### src/rtl/mips_cpu_writeback_arbiter.sv
// ---------------------------------------------------------------------------
// mips_cpu_writeback_arbiter
//
// Write side of the CPU register file. Two producers compete for the single
// register-file write port:
//   * the single-cycle ALU path, which is never buffered, and
//   * the variable-latency load-response path, which is queued in a small
//     circular FIFO.
// A per-register pending scoreboard tracks outstanding loads so issue logic
// can stall on a destination that has not yet been written back.
//
// Handshake: a transfer happens on a rising edge where valid && ready. Ready
// is derived from registered state only (FIFO occupancy) and never from any
// valid input. A producer keeps valid, reg and data stable until the
// transfer happens.
//
// Ports:
//   clk, reset                 clock and synchronous active-high reset
//   alu_valid/alu_reg/alu_data ALU writeback request
//   alu_ready                  ALU request accepted when alu_valid && alu_ready
//   mem_valid/mem_reg/mem_data load response request
//   mem_ready                  load-response FIFO has space
//   claim_valid/claim_reg      load issued; mark its destination pending
//   pending                    bit r set: register r awaits a load result
//   mem_count                  current FIFO occupancy
//   write_enable/write_reg/write_data
//                              registered register-file write port
// ---------------------------------------------------------------------------
module mips_cpu_writeback_arbiter #(
    parameter int FIFO_DEPTH = 4
) (
    input  logic                         clk,
    input  logic                         reset,

    input  logic                         alu_valid,
    input  logic [4:0]                   alu_reg,
    input  logic [31:0]                  alu_data,
    output logic                         alu_ready,

    input  logic                         mem_valid,
    input  logic [4:0]                   mem_reg,
    input  logic [31:0]                  mem_data,
    output logic                         mem_ready,

    input  logic                         claim_valid,
    input  logic [4:0]                   claim_reg,
    output logic [31:0]                  pending,

    output logic [$clog2(FIFO_DEPTH):0]  mem_count,

    output logic                         write_enable,
    output logic [4:0]                   write_reg,
    output logic [31:0]                  write_data
);

    localparam int PTR_W = $clog2(FIFO_DEPTH);
    localparam int CNT_W = PTR_W + 1;
    localparam logic [CNT_W-1:0] FULL_COUNT = CNT_W'(FIFO_DEPTH);

    // -----------------------------------------------------------------------
    // Load-response FIFO storage and pointers
    // -----------------------------------------------------------------------
    logic [4:0]       fifo_reg  [FIFO_DEPTH];
    logic [31:0]      fifo_data [FIFO_DEPTH];
    logic [PTR_W-1:0] wr_ptr;
    logic [PTR_W-1:0] rd_ptr;
    logic [CNT_W-1:0] count_q;

    logic fifo_full;
    logic fifo_empty;
    logic push;
    logic pop;
    logic alu_take;

    // Marks whether the output register holds a load result; only those
    // retire a pending bit.
    logic out_from_mem;

    logic [31:0] pending_q;
    logic [31:0] pending_next;

    assign fifo_full  = (count_q == FULL_COUNT);
    assign fifo_empty = (count_q == '0);

    // Both producers are throttled by FIFO occupancy alone. A full FIFO
    // stalls the ALU too, so the buffered loads are guaranteed to drain.
    assign mem_ready = !fifo_full;
    assign alu_ready = !fifo_full;

    assign push = mem_valid && mem_ready;

    // Arbitration priority: full FIFO, then ALU, then non-empty FIFO.
    assign pop      = fifo_full || (!alu_valid && !fifo_empty);
    assign alu_take = alu_valid && !fifo_full;

    assign mem_count = count_q;
    assign pending   = pending_q;

    // Storage has no reset: a reset empties the FIFO through the pointers.
    always_ff @(posedge clk) begin
        if (push) begin
            fifo_reg[wr_ptr]  <= mem_reg;
            fifo_data[wr_ptr] <= mem_data;
        end
    end

    always_ff @(posedge clk) begin
        if (reset) begin
            wr_ptr  <= '0;
            rd_ptr  <= '0;
            count_q <= '0;
        end else begin
            if (push) begin
                wr_ptr <= wr_ptr + PTR_W'(1);
            end
            if (pop) begin
                rd_ptr <= rd_ptr + PTR_W'(1);
            end
            case ({push, pop})
                2'b10:   count_q <= count_q + CNT_W'(1);
                2'b01:   count_q <= count_q - CNT_W'(1);
                default: count_q <= count_q;
            endcase
        end
    end

    // -----------------------------------------------------------------------
    // Output register. Register 0 is consumed like any other destination
    // but never strobes the register file.
    // -----------------------------------------------------------------------
    always_ff @(posedge clk) begin
        if (reset) begin
            write_enable <= 1'b0;
            write_reg    <= 5'd0;
            write_data   <= 32'd0;
            out_from_mem <= 1'b0;
        end else if (pop) begin
            write_enable <= (fifo_reg[rd_ptr] != 5'd0);
            write_reg    <= fifo_reg[rd_ptr];
            write_data   <= fifo_data[rd_ptr];
            out_from_mem <= 1'b1;
        end else if (alu_take) begin
            write_enable <= (alu_reg != 5'd0);
            write_reg    <= alu_reg;
            write_data   <= alu_data;
            out_from_mem <= 1'b0;
        end else begin
            write_enable <= 1'b0;
        end
    end

    // -----------------------------------------------------------------------
    // Pending scoreboard. A load result clears its bit on the edge that ends
    // its write cycle (same edge the register file captures the data). A
    // claim on that same edge belongs to a newer load, so it is applied last
    // and wins.
    // -----------------------------------------------------------------------
    always_comb begin
        pending_next = pending_q;
        if (write_enable && out_from_mem) begin
            pending_next[write_reg] = 1'b0;
        end
        if (claim_valid && (claim_reg != 5'd0)) begin
            pending_next[claim_reg] = 1'b1;
        end
        pending_next[0] = 1'b0;
    end

    always_ff @(posedge clk) begin
        if (reset) begin
            pending_q <= 32'd0;
        end else begin
            pending_q <= pending_next;
        end
    end

endmodule

### config.mk
export PLATFORM = sky130hd
export DESIGN_NAME = mips_cpu_writeback_arbiter
export DESIGN_NICKNAME = d
export VERILOG_FILES = /design/src/rtl/mips_cpu_writeback_arbiter.sv
export SDC_FILE = /design/constraint.sdc
export NUM_CORES = 1
export LEC_CHECK = 0
export BUFFER_PORTS_ARGS = -buffer_cell sky130_fd_sc_hd__buf_2
export CORE_UTILIZATION = 50
export DETAILED_ROUTE_END_ITERATION = 6
export PLACE_DENSITY = 0.76
export SLEW_MARGIN = 30
export SYNTH_ARGS = -nofsm -noshare
export SYNTH_HDL_FRONTEND = slang
export SYNTH_SLANG_ARGS = --single-unit
export TNS_END_PERCENT = 5
### constraint.sdc
create_clock -name clk -period 2.3 [get_ports clk]
set_input_delay 0.23 -clock clk [delete_from_list [all_inputs] [get_ports clk]]
set_output_delay 0.23 -clock clk [all_outputs]
set_load 0.01 [all_outputs]
==> flow_summary_export.csv, run 1 <==
group,metric,value,unit
run_status,status,"finished, violations left",
run_status,violations,"DRC",
critical_path,critical_path.max_stage_delay,0.42,ns
cts,cts_tree,"yes",
cts,clk_pin_slew_worst_paths,0.06,ns
floorplanning,row_count,48,
synthesis,synthCells,582,
synthesis,netlist.top_cell.by_area,"edfxtp_1",
cts,cts_buffers,23,
grt,grt_pass1_vias,5819,
drt,drc,5,
synthesis,ys_seq_elements,227,
drt,routed_wl,19.5,mm
grt,grt_overflow_total,0,
cts,clock_sinks,227,
final_layout,regMostFlops,"fifo_data",
timing,worst_pin_slew,0.992,ns
cts,htree_levels,1,
synthesis,synth_nets,672,
final_layout,diodes,0,
critical_path,r2r_start,"mem_count[0]",
cts,cts_buffer_depth,3,
floorplanning,fp.coreArea,17200,µm²
final_layout,final_nets,863,
placed_design,dp_hpwl,12.4,mm
synthesis,synth_area_leaders,"edfxtp_1 (51%), dfxtp_1 (18%), mux4_2 (9.5%), mux2i_1 (3.7%), a211oi_1 (2.7%)",
synthesis,syn-cell-area,8750,µm²
timing,slew_viol_final,0,
timing,fmax,447,MHz
final_layout,fillers,1306,
timing,relSlewSlack,33.2,%
synthesis,synth_cell_types,40,
job,drv_cap,0,
drt,postRouteAntennaNets,0,
critical_path,crit_start,"mem_count[0]",
power,powerDensity,1110,nW/µm²
final_layout,areaGrowthSynthToFinish,23.4,%
synthesis,ys_top_cells_by_count,"edfxtp_1 (148), dfxtp_1 (79), nor2_1 (48), mux4_2 (37), a21oi_1 (35)",
drt,wire_per_inst,19.3,µm
floorplanning,io_pins,159,
grt,grt_pass1_wl,30.1,mm
timing,hold_viol_final,0,
critical_path,crit_arrival,2.66,ns
synthesis,seq_area_frac_synth,68.9,%
drt,dr.pass1.iters,7,
floorplanning,die_w,134,µm
timing,totalNegativeSetupSlack,0,ns
floorplanning,die_y,134,µm
timing,finClkSkew,0.0167,ns
synthesis,synth_warnings,0,
timing,setup_viol,0,
timing,finalCritPeriodShare,97.2,%
drt,dr.first_iter.drc_count,301,
cts,clock_latency,0.50,ns
min_path,hp-start,"alu_reg[1]",
grt,antenna_found_initial,0,
drt,num_vias,5682,
synthesis,async_flop_share,0,%
placed_design,io_buffers,157,
cts,cts-root-buf,"clkbuf_16",
final_layout,drive_gt1_share,31.6,%
critical_path,path_cells,"or3b_4 > nand2_2 > ha_4 > inv_1 > fa_1 > xor2_1 > or3_1 > a21oi_1",
synthesis,synth-edff-count,148,
grt,track_usage,21.8,%
critical_path,crit_type,"flop to flop",
critical_path,critPathBufInv,1,
floorplanning,dieArea,18000,µm²
floorplanning,initial_core_util,50.9,%
critical_path,critPathMaxFanout,9,
critical_path,endpoint_kind,"flop",
timing,period_minus_slack,2.24,ns
drt,viasPerCell,5.60,
timing,holdWs,0.0280,ns
critical_path,cp_data_required_time,2.72,ns
final_layout,stdcell_area,10800,µm²
critical_path,r2r_slack,0.06,ns
power,p_total,0.0119,W
synthesis,synth.most_common_cell,"edfxtp_1",
synthesis,synth_top_area_share,50.8,%
final_layout,largest_reg_flops,128,
synthesis,syn_area_per_cell,15.0,µm²
critical_path,critical_path.top_delay_family,"simple AND/OR/NAND/NOR gates",
timing,rsz0062_at_grt,"no",
power,ir_drop,0.000742,V
critical_path,slowest_stage,"or3b_4",
grt,grt_max_degree,79,
power,p_leak,4.00,nW
placed_design,gp_congestion,0.863,
placed_design,placedInstanceArea,9750,µm²
min_path,hold_path.class,"primary input to flop",
synthesis,ys.flop_type,"edfxtp_1",
critical_path,critPathLaunchType,"flop",
==> cell type report <==
class | instances | area (µm²) | share of cell area [%]
Tap cell | 225 | 282 | 2.61
Clock buffer | 34 | 617 | 5.71
Inverter | 5 | 18.8 | 0.174
Timing Repair Buffer | 205 | 1250 | 11.6
Multi-Input combinational cell | 311 | 2560 | 23.7
Clock inverter | 7 | 37.5 | 0.348
Sequential cell | 227 | 6030 | 55.9
==> tightest hold or removal path, delay by kind of cell <==
| kind | cells | cell delay (ns) |
|---|---|---|
| and+or+nand+nor | 1 | 0.08 |
| AOI/OAI and AO/OA | 1 | 0.08 |
| buffers and inverters | 1 | 0.10 |
==> metrics by stage <==
step | utilization, % | setup WS [ns] | instances
after global routing | 62.9 | 0.00456 | 1014
after global placement | 56.8 | 0.202 | 936
final | 62.9 | 0.0637 | 1014
after floorplan | - | 0.0181 | 582
after detailed placement | 56.8 | 0.0332 | 936
after CTS | 62.7 | 0.00573 | 1014
==> final timing paths <==
check,end,depth (start not counted)
hold reg to reg,pending[1],2
setup / recovery,mem_count[2],8
hold / removal,write_reg[1],3
setup reg to reg,mem_count[2],8
==> metal layers <==
layer | part of all wire (%) | GRT usage (%) | wire (µm) | vias up
met5 | 0 | 0 | 0 | -
met3 | 6.2 | 3.74 | 1210 | 38
met1 | 40 | 26.7 | 7780 | 2812
met2 | 52 | 38.7 | 10100 | 209
li1 | - | - | - | 2623
met4 | 2.2 | 7.99 | 439 | 0
==> cell families (layout without fill, tap and decap cells) <==
kind of cell / after synthesis / count (layout) / share of synthesized area (%)
AND/OR/NAND/NOR: 122 / 122 / 6.74
XOR/XNOR: 5 / 5 / 0.501
AO/OA/AOI/OAI: 108 / 108 / 7.41
buffers and inverters: 44 / 251 / 2.32
flip-flops: 227 / 227 / 68.9
multiplexers: 69 / 69 / 13.2
adder cells (fa/ha/maj): 6 / 6 / 0.944
other: 1 / 1 / 0.0429
==> report_power, final <==
part | leakage [nW] | total [W] | switching [W] | internal, W
Combinational | 1.67 | 0.00337 | 0.00181 | 0.00156
Clock | 0.318 | 0.00330 | 0.00145 | 0.00186
Sequential | 2.01 | 0.00526 | 0.000325 | 0.00494
==> cells in the final DEF (no fill, tap or decap), types with 5 or more instances in the layout <==
master | Yosys | layout
mux2i_1 | 32 | 32
a222oi_1 | 5 | 5
dlygate4sd3_1 | 0 | 37
a21oi_1 | 35 | 35
nand2_1 | 34 | 33
nand3b_1 | 5 | 5
inv_1 | 5 | 5
edfxtp_1 | 148 | 148
o21ai_0 | 34 | 34
a211oi_1 | 32 | 32
clkbuf_1 | 24 | 11
nor2_1 | 48 | 48
dfxtp_1 | 79 | 74
dfxtp_2 | 0 | 5
buf_2 | 4 | 157
mux4_2 | 37 | 37
clkbuf_16 | 0 | 23
buf_4 | 6 | 10
==> repair_timing <==
item | 4_1_cts | 5_1_grt
setup endpoints to repair | 0 | 1
resized for setup | 0 | 4
endpoints found under the hold margin | 148 | 0
setup buffers | 0 | 0
hold buffers | 37 | 0
(Power assumes the default switching activity.)
==> run 2, diff against run 1 <==
--- a/config.mk
+++ b/config.mk
@@ -5,10 +5,14 @@
 export SDC_FILE = /design/constraint.sdc
 export NUM_CORES = 1
 export LEC_CHECK = 0
+export ABC_AREA = 1
 export BUFFER_PORTS_ARGS = -buffer_cell sky130_fd_sc_hd__buf_2
-export CORE_UTILIZATION = 50
+export CELL_PAD_IN_SITES_DETAIL_PLACEMENT = 1
+export CELL_PAD_IN_SITES_GLOBAL_PLACEMENT = 1
+export CORE_UTILIZATION = 39
 export DETAILED_ROUTE_END_ITERATION = 6
-export PLACE_DENSITY = 0.76
+export GPL_TIMING_DRIVEN = 0
+export PLACE_DENSITY_LB_ADDON = 0.1
 export SLEW_MARGIN = 30
 export SYNTH_ARGS = -nofsm -noshare
 export SYNTH_HDL_FRONTEND = slang
==> run 2 against run 1 <==
Effect of this change:
- global-route usage increased by 0.59 points
- register-to-register slack improved by 0.12 ns
- clock power increased by 27%
- combinational power increased by 19%
- worst hold slack got worse by 0.015 ns
- the flow now finishes without violations
- critical path depth increased by 4
- non-clock buffer count increased by 54
- largest power group unchanged
- area after synthesis increased by 5.5%
- maximum frequency increased by 5.8%
- first-iteration DRC count increased by 23%
- final area increased by 11%
- synthesized cell count increased by 56%
- critical endpoint unchanged
==> flow_summary_export.csv, run 2 <==
group,metric,value,unit
run_status,status,"finished, final reports clean",
drt,wl_met1,12.0,mm
drt,dr.pass1.iters,4,
critical_path,rr_worst_depth,12,
floorplanning,die_y,156,µm
power,ir_drop,0.000652,V
final_layout,final_cell_mix,"buf_2 (168), nand2_1 (159), edfxtp_1 (148)",
grt,grt_overflow_total,0,
drt,dr.max_layer_used,"met4",
critical_path,crit_type,"flop to flop",
final_layout,stdcell_area,12000,µm²
timing,finalCritPeriodShare,91.9,%
synthesis,ys_top_cells_by_count,"nand2_1 (160), edfxtp_1 (148), o21ai_0 (109), nor2_1 (87), inv_1 (82)",
placed_design,placedInstanceArea,10700,µm²
cts,cts_buffers,25,
synthesis,netlist.top_cell.by_area,"edfxtp_1",
floorplanning,row_count,55,
synthesis,ys.flop_type,"edfxtp_1",
cts,cts-root-buf,"clkbuf_16",
critical_path,r2r_start,"mem_count[1]",
power,powerDensity,1120,nW/µm²
grt,grt_pass1_vias,7724,
synthesis,synth_nets,997,
power,p_total,0.0134,W
min_path,hold_end,"write_data[0]",
drt,routed_wl,26.8,mm
placed_design,gp_congestion,0.785,
floorplanning,dieArea,24300,µm²
synthesis,synth_area_leaders,"edfxtp_1 (48%), dfxtp_1 (17%), nand2_1 (6.5%), o21ai_0 (5.9%), nor2_1 (3.5%)",
synthesis,synth-edff-count,148,
min_path,hold_path.class,"primary input to flop",
cts,cts_tree,"yes",
timing,slew_viol_final,0,
final_layout,largest_reg_flops,128,
floorplanning,initial_core_util,40.3,%
timing,fmax,473,MHz
synthesis,syn_area_per_cell,10.2,µm²
cts,clock_sinks,227,
grt,grt_max_degree,20,
synthesis,synthCells,907,
job,drv_cap,0,
critical_path,path_cells,"nor2_4 > nand2_2 > nand2_4 > nand2_4 > clkinv_8 > ha_1 > inv_1 > fa_1 > a21oi_1 > o21ai_1 > o21ai_1 > a21oi_1",
timing,holdWs,0.0134,ns
synthesis,seq_area_frac_synth,65.3,%
final_layout,drive_gt1_share,21.9,%
synthesis,synth_top_area_share,48.2,%
critical_path,critical_path.max_stage_delay,0.38,ns
final_layout,finalNonFillerCells,1481,
drt,drc,0,
final_layout,layout_commonest_cell,"buf_2",
placed_design,dp_hpwl,17.9,mm
timing,setup_viol,0,
final_layout,post-route-util,52.5,%
drt,dr.first_iter.drc_count,370,
critical_path,r2r_slack,0.19,ns
critical_path,cp_data_required_time,2.71,ns
drt,wl_met2,13.2,mm
timing,worst_pin_slew,0.783,ns
placed_design,dp.cells,1384,
final_layout,final_nets,1238,
final_layout,regMostFlops,"fifo_data",
timing,hold_viol_final,0,
floorplanning,fp.coreArea,22900,µm²
final_layout,areaGrowthSynthToFinish,30.4,%
synthesis,ys_seq_elements,227,
synthesis,synth_warnings,0,
timing,finClkSkew,0.00646,ns
timing,rsz0062_at_grt,"no",
critical_path,critPathBufInv,2,
power,p_leak,5.05,nW
critical_path,r2r-end,"mem_count[2]",
critical_path,endpoint_kind,"flop",
drt,num_vias,7422,
floorplanning,die_w,156,µm
synthesis,syn-cell-area,9230,µm²
critical_path,crit_arrival,2.52,ns
cts,cts_buffer_depth,3,
synthesis,synth.most_common_cell,"nand2_1",
drt,viasPerCell,5.01,
drt,postRouteAntennaNets,0,
drt,wl_met3,1.01,mm
min_path,hold_depth,5,
grt,track_usage,22.4,%
grt,antenna_found_initial,1,
grt,grt_pass1_wl,41.7,mm
drt,wire_per_inst,18.1,µm
critical_path,critPathMaxFanout,15,
placed_design,io_buffers,156,
critical_path,critPathLaunchType,"flop",
min_path,hp-start,"alu_data[0]",
final_layout,fillers,2582,
timing,relSlewSlack,47.8,%
timing,period_minus_slack,2.11,ns
cts,clock_latency,0.52,ns
synthesis,async_flop_share,0,%
critical_path,slowest_stage,"fa_1",
cts,clk_pin_slew_worst_paths,0.06,ns
cts,htree_levels,1,
critical_path,critical_path.top_delay_family,"adder cells",
synthesis,synth_cell_types,31,
floorplanning,io_pins,159,
-- run 2: where the power goes --
part           internal (W)  leakage [nW]  switching (W)  total, W
clock network       0.00257         0.433        0.00163   0.00420
logic               0.00139          2.61        0.00262   0.00402
registers           0.00494          2.01       0.000273   0.00521
-- run 2: cells by family (layout without fill, tap and decap cells) --
group	Yosys count	count (layout)	share of synthesized area, %
AOI/OAI and AO/OA	215	215	12.2
xor gates and xnor gates	1	1	0.0949
adders and majority gates	6	6	0.895
buffers and inverters	131	391	6.59
DFF	227	227	65.3
other	1	2	0.0406
and+or+nand+nor	326	326	14.9
-- run 2: cell type report --
class / instances / area [µm²] / share of cell area, %
Sequential cell: 227 / 6030 / 50.1
Multi-Input combinational cell: 549 / 2630 / 21.9
Timing Repair Buffer: 215 / 1500 / 12.5
Clock buffer: 35 / 737 / 6.12
Tap cell: 313 / 392 / 3.25
Inverter: 86 / 340 / 2.83
Buffer: 44 / 270 / 2.25
Clock inverter: 11 / 131 / 1.09
Antenna cell: 1 / 2.50 / 0.0208
-- run 2: how the worst max path moves through the flow --
stage | start | end | slack, ns | cells past startpoint
final | mem_count[1] | mem_count[2] | 0.19 | 12
after detailed placement | mem_count[1] | mem_count[2] | -0.10 | 13
after global placement | mem_count[1] | fifo_data[3][9] | -2.02 | 4
after global routing | mem_count[0] | mem_count[2] | 0.002 | 12
after CTS | mem_count[1] | mem_count[2] | 0.009 | 12
after floorplan | mem_count[1] | fifo_data[0][0] | -0.52 | 4
-- run 2: metal layers --
layer	global-route usage (%)	vias up
li1	-	3593
met2	40.2	174
met3	3.06	41
met1	28.2	3614
met4	5.70	0
met5	0	-
-- run 2: tightest hold or removal path, cell delays in order --
cell     delay, ns
buf_2         0.08
nand2_1       0.04
nand3_1       0.07
nand2_1       0.04
inv_1         0.04
-- run 2: timing repair --
item	in CTS	in global routing
resized for setup	1	5
hold buffers	48	0
buffers inserted	0	3
hold endpoints to repair	159	0
setup endpoints to repair	1	1
pin swaps	0	2
-- run 2: metrics by stage --
stage          TNS [ns]  setup WS, ns
2_1_floorplan    -76.76        -0.519
3_3_place_gp    -287.06         -2.02
3_5_place_dp     -0.104        -0.104
4_1_cts               0       0.00915
5_1_grt               0       0.00192
6_report              0         0.187
